--- config.mk ---
export PLATFORM = sky130hd
export DESIGN_NAME = mc_ctrl
export DESIGN_NICKNAME = d
export VERILOG_FILES = /design/src/rtl/mc_ctrl.sv
export SDC_FILE = /design/constraint.sdc
export NUM_CORES = 1
export LEC_CHECK = 0
export ABC_AREA = 1
export CAP_MARGIN = 10
export CORE_MARGIN = 2
export CORE_UTILIZATION = 35
export CTS_CLUSTER_SIZE = 25
export DETAILED_ROUTE_END_ITERATION = 10
export SYNTH_ARGS = -nofsm -noshare
export SYNTH_HDL_FRONTEND = slang
export SYNTH_SLANG_ARGS = --single-unit
export TNS_END_PERCENT = 20
--- constraint.sdc ---
create_clock -name clk -period 2.15 [get_ports clk]
set_input_delay 0.3225 -clock clk [delete_from_list [all_inputs] [get_ports clk]]
set_output_delay 0.3225 -clock clk [all_outputs]
set_load 0.005 [all_outputs]
--- src/rtl/mc_ctrl.sv ---
// Multi-cycle MIPS control FSM: sequences each instruction through
// IDLE/FETCH/DECODE/EXE/MEM/WB, waits on mem_ready, with a bus-timeout watchdog.
module mc_ctrl #(
  parameter int unsigned TIMEOUT_CYCLES = 255
) (
  input  logic       clk,
  input  logic       rstn,
  input  logic [5:0] Op,
  input  logic [5:0] Funct,
  input  logic       Zero,
  input  logic       mem_ready,
  output logic       mem_req,
  output logic       mem_we,
  output logic       IorD,
  output logic       IRWrite,
  output logic       PCWrite,
  output logic       RegWrite,
  output logic       EXTOp,
  output logic [3:0] ALUOp,
  output logic       ALUSrcA,
  output logic       ALUSrcB,
  output logic [1:0] NPCOp,
  output logic [1:0] GPRSel,
  output logic [1:0] WDSel,
  output logic       instr_done,
  output logic       illegal,
  output logic       bus_err,
  output logic [2:0] state
);

  localparam int unsigned WAIT_W = 8;

  localparam logic [2:0] S_IDLE = 3'd0, S_FETCH = 3'd1, S_DECODE = 3'd2,
                         S_EXE  = 3'd3, S_MEM   = 3'd4, S_WB     = 3'd5;

  localparam logic [3:0] C_NONE = 4'd0,  C_ADD  = 4'd1,  C_SUB  = 4'd2,
                         C_AND  = 4'd3,  C_OR   = 4'd4,  C_SLT  = 4'd5,
                         C_SLTU = 4'd6,  C_SLL  = 4'd7,  C_SRL  = 4'd8,
                         C_SLLV = 4'd9,  C_SRLV = 4'd10, C_ADDI = 4'd11,
                         C_ORI  = 4'd12, C_LW   = 4'd13, C_SW   = 4'd14,
                         C_BEQ  = 4'd15;

  logic [2:0]        r_state, w_next;
  logic [3:0]        r_class, w_class;
  logic [WAIT_W-1:0] r_wait;
  logic              r_bus_err;
  logic              w_is_j, w_is_jal, w_wait, w_timeout;

  // Instruction decode; j/jal retire in DECODE so they need no class code
  always_comb begin
    w_class  = C_NONE;
    w_is_j   = 1'b0;
    w_is_jal = 1'b0;
    case (Op)
      6'b000000: begin
        case (Funct)
          6'b100000, 6'b100001: w_class = C_ADD;
          6'b100010, 6'b100011: w_class = C_SUB;
          6'b100100:            w_class = C_AND;
          6'b100101:            w_class = C_OR;
          6'b101010:            w_class = C_SLT;
          6'b101011:            w_class = C_SLTU;
          6'b000000:            w_class = C_SLL;
          6'b000010:            w_class = C_SRL;
          6'b000100:            w_class = C_SLLV;
          6'b000110:            w_class = C_SRLV;
          default:              w_class = C_NONE;
        endcase
      end
      6'b001000: w_class  = C_ADDI;
      6'b001101: w_class  = C_ORI;
      6'b100011: w_class  = C_LW;
      6'b101011: w_class  = C_SW;
      6'b000100: w_class  = C_BEQ;
      6'b000010: w_is_j   = 1'b1;
      6'b000011: w_is_jal = 1'b1;
      default:   w_class  = C_NONE;
    endcase
  end

  // A ready on the limit cycle wins over the timeout
  assign w_wait    = ((r_state == S_FETCH) || (r_state == S_MEM)) && !mem_ready;
  assign w_timeout = w_wait && (r_wait == WAIT_W'(TIMEOUT_CYCLES - 1));

  always_ff @(posedge clk or negedge rstn) begin
    if (!rstn) begin
      r_state   <= S_IDLE;
      r_class   <= C_NONE;
      r_wait    <= '0;
      r_bus_err <= 1'b0;
    end else begin
      r_state   <= w_next;
      r_bus_err <= r_bus_err | w_timeout;
      r_wait    <= (w_wait && !w_timeout) ? r_wait + WAIT_W'(1) : '0;
      if (r_state == S_DECODE) r_class <= w_class;
    end
  end

  always_comb begin
    w_next = r_state;
    case (r_state)
      S_IDLE:   if (!r_bus_err) w_next = S_FETCH;
      S_FETCH:  if (mem_ready) w_next = S_DECODE;
                else if (w_timeout) w_next = S_IDLE;
      S_DECODE: w_next = (w_is_j || w_is_jal || (w_class == C_NONE)) ? S_FETCH : S_EXE;
      S_EXE:    if (r_class == C_BEQ) w_next = S_FETCH;
                else if ((r_class == C_LW) || (r_class == C_SW)) w_next = S_MEM;
                else w_next = S_WB;
      S_MEM:    if (mem_ready) w_next = (r_class == C_SW) ? S_FETCH : S_WB;
                else if (w_timeout) w_next = S_IDLE;
      S_WB:     w_next = S_FETCH;
      default:  w_next = S_IDLE;
    endcase
  end

  always_comb begin
    mem_req    = 1'b0;
    mem_we     = 1'b0;
    IorD       = 1'b0;
    IRWrite    = 1'b0;
    PCWrite    = 1'b0;
    RegWrite   = 1'b0;
    EXTOp      = 1'b0;
    ALUOp      = 4'b0000;
    ALUSrcA    = 1'b0;
    ALUSrcB    = 1'b0;
    NPCOp      = 2'b00;
    GPRSel     = 2'b00;
    WDSel      = 2'b00;
    instr_done = 1'b0;
    illegal    = 1'b0;
    case (r_state)
      S_FETCH: begin
        mem_req = 1'b1;
        IRWrite = mem_ready;
        PCWrite = mem_ready;
      end
      S_DECODE: begin
        if (w_is_j || w_is_jal) begin
          PCWrite    = 1'b1;
          NPCOp      = 2'b10;
          instr_done = 1'b1;
        end
        if (w_is_jal) begin
          RegWrite = 1'b1;
          GPRSel   = 2'b10;
          WDSel    = 2'b10;
        end
        illegal = (w_class == C_NONE) && !w_is_j && !w_is_jal;
      end
      S_EXE: begin
        case (r_class)
          C_ADD, C_ADDI, C_LW, C_SW: ALUOp = 4'b0001;
          C_SUB, C_BEQ:              ALUOp = 4'b0010;
          C_AND:                     ALUOp = 4'b0011;
          C_OR, C_ORI:               ALUOp = 4'b0100;
          C_SLT:                     ALUOp = 4'b0101;
          C_SLTU:                    ALUOp = 4'b0110;
          C_SLL, C_SLLV:             ALUOp = 4'b0111;
          C_SRL, C_SRLV:             ALUOp = 4'b1000;
          default:                   ALUOp = 4'b0000;
        endcase
        ALUSrcA = (r_class == C_SLL) || (r_class == C_SRL);
        ALUSrcB = (r_class == C_ADDI) || (r_class == C_ORI) ||
                  (r_class == C_LW) || (r_class == C_SW);
        EXTOp   = (r_class == C_ADDI) || (r_class == C_LW) || (r_class == C_SW);
        if (r_class == C_BEQ) begin
          PCWrite    = Zero;
          NPCOp      = 2'b01;
          instr_done = 1'b1;
        end
      end
      S_MEM: begin
        mem_req    = 1'b1;
        IorD       = 1'b1;
        mem_we     = (r_class == C_SW);
        instr_done = mem_ready && (r_class == C_SW);
      end
      S_WB: begin
        RegWrite   = 1'b1;
        instr_done = 1'b1;
        WDSel      = (r_class == C_LW) ? 2'b01 : 2'b00;
        GPRSel     = ((r_class == C_ADDI) || (r_class == C_ORI) || (r_class == C_LW)) ?
                     2'b01 : 2'b00;
      end
      default: ;
    endcase
  end

  assign bus_err = r_bus_err;
  assign state   = r_state;

endmodule

==> results.txt, run 1 <==
----------------------------------------------------
[Route]
  Routed wire length ... 3490 um
  Number of DRC markers in iteration 0 ... 59
  Total via count in the routed design ... 1572
  Detailed-router iteration count before antenna repair ... 4
  DR vias/cell ... 4.56
  Remaining design rule violation count ... 0
  Number of nets with antenna violations after detailed routing ... 0
  DR WL/cell ... 10.1 um

[Status]
  Result of the run ... finished clean

[Timing]
  Setup repair after global routing missed its margin ... yes
  Setup violators final ... 0
  Highest clock rate ... 478 MHz
  Setup total negative slack ... 0 ns
  Count of pins over their slew limit ... 0
  Worst-case setup margin in the final layout ... 0.0598 ns
  Post-route clock skew ... 0.00622 ns
  Tcrit/Tclk final ... 97.2%
  Final Hold Violating Endpoints ... 0
  Worst relative slew slack ... 84.8%
  Hold slack ... 0.400 ns
  Worst Max-Slew Pin Slew ... 0.226 ns
  Shortest period the worst path allows ... 2.09 ns

[Logic synthesis]
  Post-synth EDFFs ... 0
  Fraction of the yosys area taken by sequential cells ... 27.7%
  Post-synth top flop ... sky130_fd_sc_hd__dfrtp_1
  Synthesized netlist net count ... 255
  Async S/R FF share, synth ... 100%
  Mapped Avg Cell Area ... 6.23 um2
  Most numerous cell in the Yosys netlist ... sky130_fd_sc_hd__nand2_1
  Number of flip-flops and latches in the synthesized netlist ... 16
  Yosys top cell area share ... 27.7%
  Unique cell type count in the Yosys netlist ... 25
  Total of warnings raised by yosys ... 0
  Dominant cells by area after synthesis ... sky130_fd_sc_hd__dfrtp_1 28%, sky130_fd_sc_hd__nand2_1 15%, sky130_fd_sc_hd__inv_1 11%
  Commonest cells in the synthesized netlist ... 56 x sky130_fd_sc_hd__nand2_1, 43 x sky130_fd_sc_hd__inv_1, 39 x sky130_fd_sc_hd__nor2_1
  Instance count of the mapped netlist ... 232
  Largest area contributor in the synthesized netlist ... sky130_fd_sc_hd__dfrtp_1
  Cell area after technology mapping ... 1450 um2

[CTS]
  Cell at the root of the clock tree ... sky130_fd_sc_hd__clkbuf_8
  Max H-tree Level ... 1
  CTS clock-pin slew for the worst setup and hold paths ... 0.06 ns
  TritonCTS clock tree ... done
  Buffer levels on the longest clock path ... 2
  TritonCTS buffer count ... 3
  Total number of clock tree sinks ... 16
  Clock latency at the later pin of the worst-skew pair ... 0.25 ns

[Critical path]
  Worst EP arrival ... 1.77 ns
  Data required time of the worst path ... 1.83 ns
  Crit Path Category ... in2out
  Type of element launching the critical path ... input pin
  Worst setup EP type ... output pin
  Crit-path max FO ... 3

[Cells and area]
  Total area of sequential cells ... 407 um2
  Nets ... 319
  Synth-to-layout area growth ... 52.9%
  Fill cell total of the finished layout ... 392
  Layout Utilization ... 55.2%
  Number of diodes added for antenna fixing ... 0
  Area of the multi-input gates ... 955 um2
  Share of final-layout standard cells stronger than drive strength 1 ... 25.4%

[Power]
  Worst-case vdd ir drop ... 0.436 mV
  Leakage power figure ... 1.31 nW
  Power after layout ... 1.51 mW
  Power per standard cell area ... 682 nW/um2

[Place]
  # port buffers ... 40
  Worst setup slack after placement ... -0.429 ns
  Final HPWL from detailed placement ... 2870 um
  Final GP Congestion ... 0.835

[Die]
  Std-Cell Rows ... 23
  Effective utilization at floorplan ... 36.1%
  Ports ... 41
  Chip Height ... 68.3 um
  Die W ... 68.3 um
  DIE AREA ... 4660 um2
  Placeable core region ... 4000 um2

[Global route]
  Antenna violations before repair ... 0
  Global-route wire length before repair ... 5870 um
  Final global-route overflow total ... 0
  Number of global-route vias before repair ... 1392
  Gr usage total ... 16.4%
  Pin count of the biggest net entering global routing ... 17

[Run]
  Maximum Capacitance Violations ... 0

[Worst hold path]
  Type of the worst min-delay path ... in2async

----------------------------------------------------
[flip-flops by register name, summed over array words and instances, names as in the netlist]
name / flops
bus_err: 1
r_wait: 8
r_class: 4
state: 3
[area by class of cell]
cell class / count / share of cell area, %
Clock buffer: 4 / 2.49
Inverter: 46 / 7.81
Multi-Input combinational cell: 169 / 43.2
Sequential cell: 16 / 18.4
Tap cell: 50 / 2.83
Timing Repair Buffer: 60 / 25.3
[layer usage]
metal	track usage [%]	up-vias	routed length, um	share of wire, %
met2	28.3	29	1670	48
met4	3.75	0	21	0.60
met5	0	-	0	0
li1	-	849	-	-
met1	21.2	690	1650	47
met3	2.63	4	146	4.2
[worst max-delay path, cell delays in order]
cell,delay [ns]
sky130_fd_sc_hd__clkdlybuf4s50_1,0.49
sky130_fd_sc_hd__inv_1,0.08
sky130_fd_sc_hd__nand3_2,0.11
sky130_fd_sc_hd__nor2_1,0.06
sky130_fd_sc_hd__nor2_1,0.13
sky130_fd_sc_hd__inv_1,0.07
sky130_fd_sc_hd__a21oi_2,0.15
sky130_fd_sc_hd__nand3_2,0.11
sky130_fd_sc_hd__nor2_2,0.11
sky130_fd_sc_hd__clkbuf_2,0.12
[power by group]
| group | internal (mW) | switching [mW] |
|---|---|---|
| combinational | 0.352 | 0.411 |
| clock | 0.162 | 0.102 |
| sequential | 0.379 | 0.100 |
[through the flow]
stage	area, um2	std cells
6_report	2210	345
5_1_grt	2210	345
4_1_cts	2100	339
3_5_place_dp	2010	335
3_3_place_gp	2010	335
2_1_floorplan	1450	232
[kinds of logic (layout without fill, tap and decap cells)]
kind of cell | count (synthesis) | after routing | synth area share [%]
compound gates | 21 | 21 | 8.57
xor+xnor | 2 | 2 | 1.21
fa+ha+maj | 7 | 7 | 6.06
buf+inv | 47 | 110 | 12.5
flops | 16 | 16 | 27.7
simple gates | 139 | 139 | 44.0
[worst paths after layout]
kind / from / end / slack (ns) / depth (start not counted)
setup / recovery: Op[0] / illegal / 0.06 / 10
hold / removal: rstn / state[0] / 0.40 / 2
setup reg to reg: r_class[0] / state[0] / 0.62 / 9
hold reg to reg: r_wait[0] / r_wait[0] / 0.48 / 1
max in group asynchronous: rstn / r_class[1] / 1.54 / 2
min in group clk: r_wait[0] / r_wait[0] / 0.48 / 1
[cell usage in the layout (no fill, tap or decap)]
master and count:
sky130_fd_sc_hd__nor2_2 14, sky130_fd_sc_hd__nor2_1 26, sky130_fd_sc_hd__clkbuf_2 1, sky130_fd_sc_hd__a21oi_2 3, sky130_fd_sc_hd__nand2_4 1, sky130_fd_sc_hd__nor4_1 2, sky130_fd_sc_hd__buf_4 20, sky130_fd_sc_hd__nor3b_4 1
sky130_fd_sc_hd__o21ai_0 8, sky130_fd_sc_hd__clkdlybuf4s50_1 15, sky130_fd_sc_hd__nor2_4 6, sky130_fd_sc_hd__dlygate4sd2_1 12, sky130_fd_sc_hd__dfrtp_1 11, sky130_fd_sc_hd__o221a_2 1, sky130_fd_sc_hd__ha_1 6, sky130_fd_sc_hd__clkbuf_8 4
sky130_fd_sc_hd__nand3_1 25, sky130_fd_sc_hd__a21oi_1 4, sky130_fd_sc_hd__nand2_1 53, sky130_fd_sc_hd__xor2_1 2, sky130_fd_sc_hd__clkdlybuf4s15_1 1, sky130_fd_sc_hd__inv_2 8, sky130_fd_sc_hd__dfrtp_2 5, sky130_fd_sc_hd__ha_4 1
sky130_fd_sc_hd__nor3_1 2, sky130_fd_sc_hd__a211oi_1 1, sky130_fd_sc_hd__o211ai_1 1, sky130_fd_sc_hd__a31oi_1 1, sky130_fd_sc_hd__a211oi_2 1, sky130_fd_sc_hd__nand2_2 5, sky130_fd_sc_hd__inv_1 38, sky130_fd_sc_hd__o21ai_1 1
sky130_fd_sc_hd__nand3_2 4, sky130_fd_sc_hd__dlymetal6s2s_1 11
[timing repair]
| item | in CTS | in global routing |
|---|---|---|
| buffers inserted | 0 | 6 |
| setup endpoints to repair | 15 | 15 |
| gates resized for setup | 32 | 32 |
| hold buffers | 0 | 0 |
| pin swaps | 3 | 10 |
(Power assumes the default switching activity.)
==> run 2, diff against run 1 <==
--- a/config.mk
+++ b/config.mk
@@ -11,6 +11,7 @@
 export CORE_UTILIZATION = 35
 export CTS_CLUSTER_SIZE = 25
 export DETAILED_ROUTE_END_ITERATION = 10
+export SETUP_SLACK_MARGIN = 0.02
 export SYNTH_ARGS = -nofsm -noshare
 export SYNTH_HDL_FRONTEND = slang
 export SYNTH_SLANG_ARGS = --single-unit
==> results.txt, run 2 (same netlist as run 1, synthesis figures left out) <==
----------------------------------------------------
[Cells and area]
  Final instance area ... 2200 um2 (-0.51%)
  Nets ... 317 (-0.63%)
  Most frequent cells in the layout ... 53 x sky130_fd_sc_hd__nand2_1, 39 x sky130_fd_sc_hd__inv_1, 25 x sky130_fd_sc_hd__nor2_1, 25 x sky130_fd_sc_hd__nand3_1, 18 x sky130_fd_sc_hd__buf_4
  Number of diodes added for antenna fixing ... 0 (unchanged)
  Non-filler instance count after layout ... 343 (-0.58%)
  Area of the multi-input gates ... 960 um2 (+0.52%)
  Share of final-layout standard cells stronger than drive strength 1 ... 25.3% (-0.17 points)
  Number of flip-flops under the largest register name ... 8 (unchanged)
  Fill cell total of the finished layout ... 395 (+0.77%)
  Layout Utilization ... 55.0% (-0.28 points)
  Synth-to-layout area growth ... 52.1%
  Largest Register ... r_wait
  Most common cell after layout, fill and taps aside ... sky130_fd_sc_hd__nand2_1
  Total area of sequential cells ... 407 um2 (unchanged)

[Die]
  Ports ... 41 (unchanged)
  Effective utilization at floorplan ... 36.1% (unchanged)
  Chip Height ... 68.3 um (unchanged)
  Die W ... 68.3 um (unchanged)
  Std-Cell Rows ... 23 (unchanged)
  DIE AREA ... 4660 um2 (unchanged)
  Placeable core region ... 4000 um2 (unchanged)

[Critical path]
  Crit path launch ... Op[0]
  Family with the most delay on the worst path ... buffers and inverters
  Buffer and inverter count on the worst path ... 4 (unchanged)
  CP Cell Sequence ... clkdlybuf4s50_1 > inv_1 > nand3_2 > nor2_1 > nor2_1 > inv_1 > a21oi_2 > nand3_2 > nor2_2 > clkbuf_2
  Type of element launching the critical path ... input pin
  Critical Path Max Stage Delay ... 0.49 ns (about the same)
  Slowest CP cell ... sky130_fd_sc_hd__clkdlybuf4s50_1
  Worst setup EP type ... output pin
  R2r startpoint ... r_class[0]
  Crit Path Category ... in2out
  Data required time of the worst path ... 1.83 ns (about the same)
  Worst EP arrival ... 1.77 ns (about the same)
  Crit-path max FO ... 3 (unchanged)

[Power]
  Switching power total ... 616 uW (+0.35%)
  Leakage power figure ... 1.31 nW (-0.55%)
  Fraction of power consumed by combinational cells ... 49.8% (-0.9 points)
  Part of the total power dissipated in the clock network ... 17.8% (+0.2 points)
  Fraction of power spent switching nets ... 41.3% (+0.59 points)
  Int Pwr ... 874 uW (-2.1%)
  Power per standard cell area ... 678 nW/um2 (-0.57%)
  Worst-case vdd ir drop ... 0.439 mV (+0.74%)
  Share of total power in sequential cells ... 32.5% (+0.7 points)
  Power after layout ... 1.49 mW (-1.1%)

[Route]
  Routed wire length ... 3510 um (+0.46%)
  DR vias/cell ... 4.55 (-0.12%)
  DR WL/cell ... 10.2 um (+1.0%)
  Number of DRC markers in iteration 0 ... 77 (+31%)
  Number of nets with antenna violations after detailed routing ... 0 (unchanged)
  Total via count in the routed design ... 1561 (-0.70%)
  Detailed-router iteration count before antenna repair ... 4 (unchanged)
  Remaining design rule violation count ... 0 (unchanged)

[Timing]
  Highest clock rate ... 477 MHz (-0.27%)
  Worst Max-Slew Pin Slew ... 0.223 ns (-0.00242 ns)
  Setup violators final ... 0 (unchanged)
  Shortest period the worst path allows ... 2.10 ns (+0.00573 ns)
  Final Hold Violating Endpoints ... 0 (unchanged)
  Tcrit/Tclk final ... 97.5% (+0.27 points)
  Post-route clock skew ... 0.00657 ns (+0.000347 ns)
  Worst relative slew slack ... 85.0% (+0.16 points)
  Count of pins over their slew limit ... 0 (unchanged)
  Setup repair after global routing missed its margin ... yes
  Hold slack ... 0.401 ns (+0.000359 ns)

[Place]
  Placement-stage cell area ... 2010 um2 (unchanged)
  Number of placed cells counting well taps ... 335 (unchanged)
  # port buffers ... 40 (unchanged)
  Final HPWL from detailed placement ... 2870 um (unchanged)
  Final GP Congestion ... 0.835 (unchanged)

[Global route]
  Met1 capacity usage during global routing ... 21.1% (-0.10 points)
  Number of global-route vias before repair ... 1402 (+0.72%)
  Layer with the highest usage ... met2
  Global Route met2 Usage ... 28.8% (+0.49 points)
  Gr usage total ... 16.5% (+0.10 points)
  Met3 GRT Util ... 2.63% (unchanged)
  Final global-route overflow total ... 0 (unchanged)
  Antenna violations before repair ... 0 (unchanged)
  Pin count of the biggest net entering global routing ... 17 (unchanged)
  Global-route wire length before repair ... 5900 um (+0.58%)

[CTS]
  TritonCTS buffer count ... 3 (unchanged)
  TritonCTS clock tree ... done
  Buffer levels on the longest clock path ... 2 (unchanged)
  CTS clock-pin slew for the worst setup and hold paths ... 0.06 ns (about the same)
  Cell at the root of the clock tree ... sky130_fd_sc_hd__clkbuf_8
  Clock latency at the later pin of the worst-skew pair ... 0.25 ns (about the same)
  Max H-tree Level ... 1 (unchanged)
  Total number of clock tree sinks ... 16 (unchanged)

[Worst hold path]
  Type of the worst min-delay path ... in2async

[Run]
  Maximum Capacitance Violations ... 0 (unchanged)

[Status]
  Result of the run ... finished clean

----------------------------------------------------
==> run 2: final timing paths <==
check	end	slack, ns	cells after the start
worst max-delay path	illegal	0.05	10
max in group asynchronous	r_class[1]	1.54	2
worst max register to register	state[0]	0.62	9
worst min-delay path	state[0]	0.40	2
worst min register to register	r_wait[0]	0.48	1
min in group clk	r_wait[0]	0.48	1
==> run 2: layout make-up <==
class                      instances  share of cell area [%]
timing repair buffer              58                    24.6
tap                               50                    2.85
clock buffer                       4                    2.50
inverter                          46                    7.85
sequential                        16                    18.5
multi-input combinational        169                    43.7
==> run 2: worst register-to-register path, stage by stage (launching register included) <==
cell                      delay, ns
sky130_fd_sc_hd__dfrtp_2       0.47
sky130_fd_sc_hd__ha_4          0.19
sky130_fd_sc_hd__inv_1         0.06
sky130_fd_sc_hd__nor2_2        0.04
sky130_fd_sc_hd__inv_2         0.08
sky130_fd_sc_hd__nor2_4        0.05
sky130_fd_sc_hd__buf_4         0.13
sky130_fd_sc_hd__buf_4         0.12
sky130_fd_sc_hd__nor4_1        0.16
sky130_fd_sc_hd__a31oi_1       0.12
==> run 2: per-layer routing <==
layer / share of wire, % / wire length (um) / vias up
met5: 0 / 0 / -
met4: 0.60 / 21 / 0
met3: 4.3 / 150 / 4
met2: 48 / 1690 / 30
met1: 47 / 1650 / 684
li1: - / - / 843
==> run 2: power by group through the flow <==
| stage | combinational [mW] | clock (mW) | sequential [mW] |
|---|---|---|---|
| 5_1_grt | 0.853 | 0.285 | 0.497 |
| 3_3_place_gp | 0.699 | 0 | 0.467 |
| 2_1_floorplan | 0.407 | 0 | 0.447 |
| 3_5_place_dp | 0.705 | 0 | 0.466 |
| 6_report | 0.741 | 0.265 | 0.484 |
| 4_1_cts | 0.712 | 0.274 | 0.478 |
==> run 2: timing repair <==
| item | in CTS | in global routing |
|---|---|---|
| buffers inserted | 0 | 4 |
| endpoints found under the setup margin | 16 | 13 |
| gates resized for setup | 37 | 29 |
| pin swaps | 4 | 9 |
| hold buffers | 0 | 0 |
| cloned | 0 | 0 |
==> run 2: per-stage QoR <==
stage / setup slack, ns / setup TNS [ns]
floorplan: 0.596 / 0
global placement: -0.472 / -1.31
detailed placement: -0.429 / -1.15
CTS: -0.0878 / -0.133
global route: -0.0858 / -0.0858
finish: 0.0541 / 0
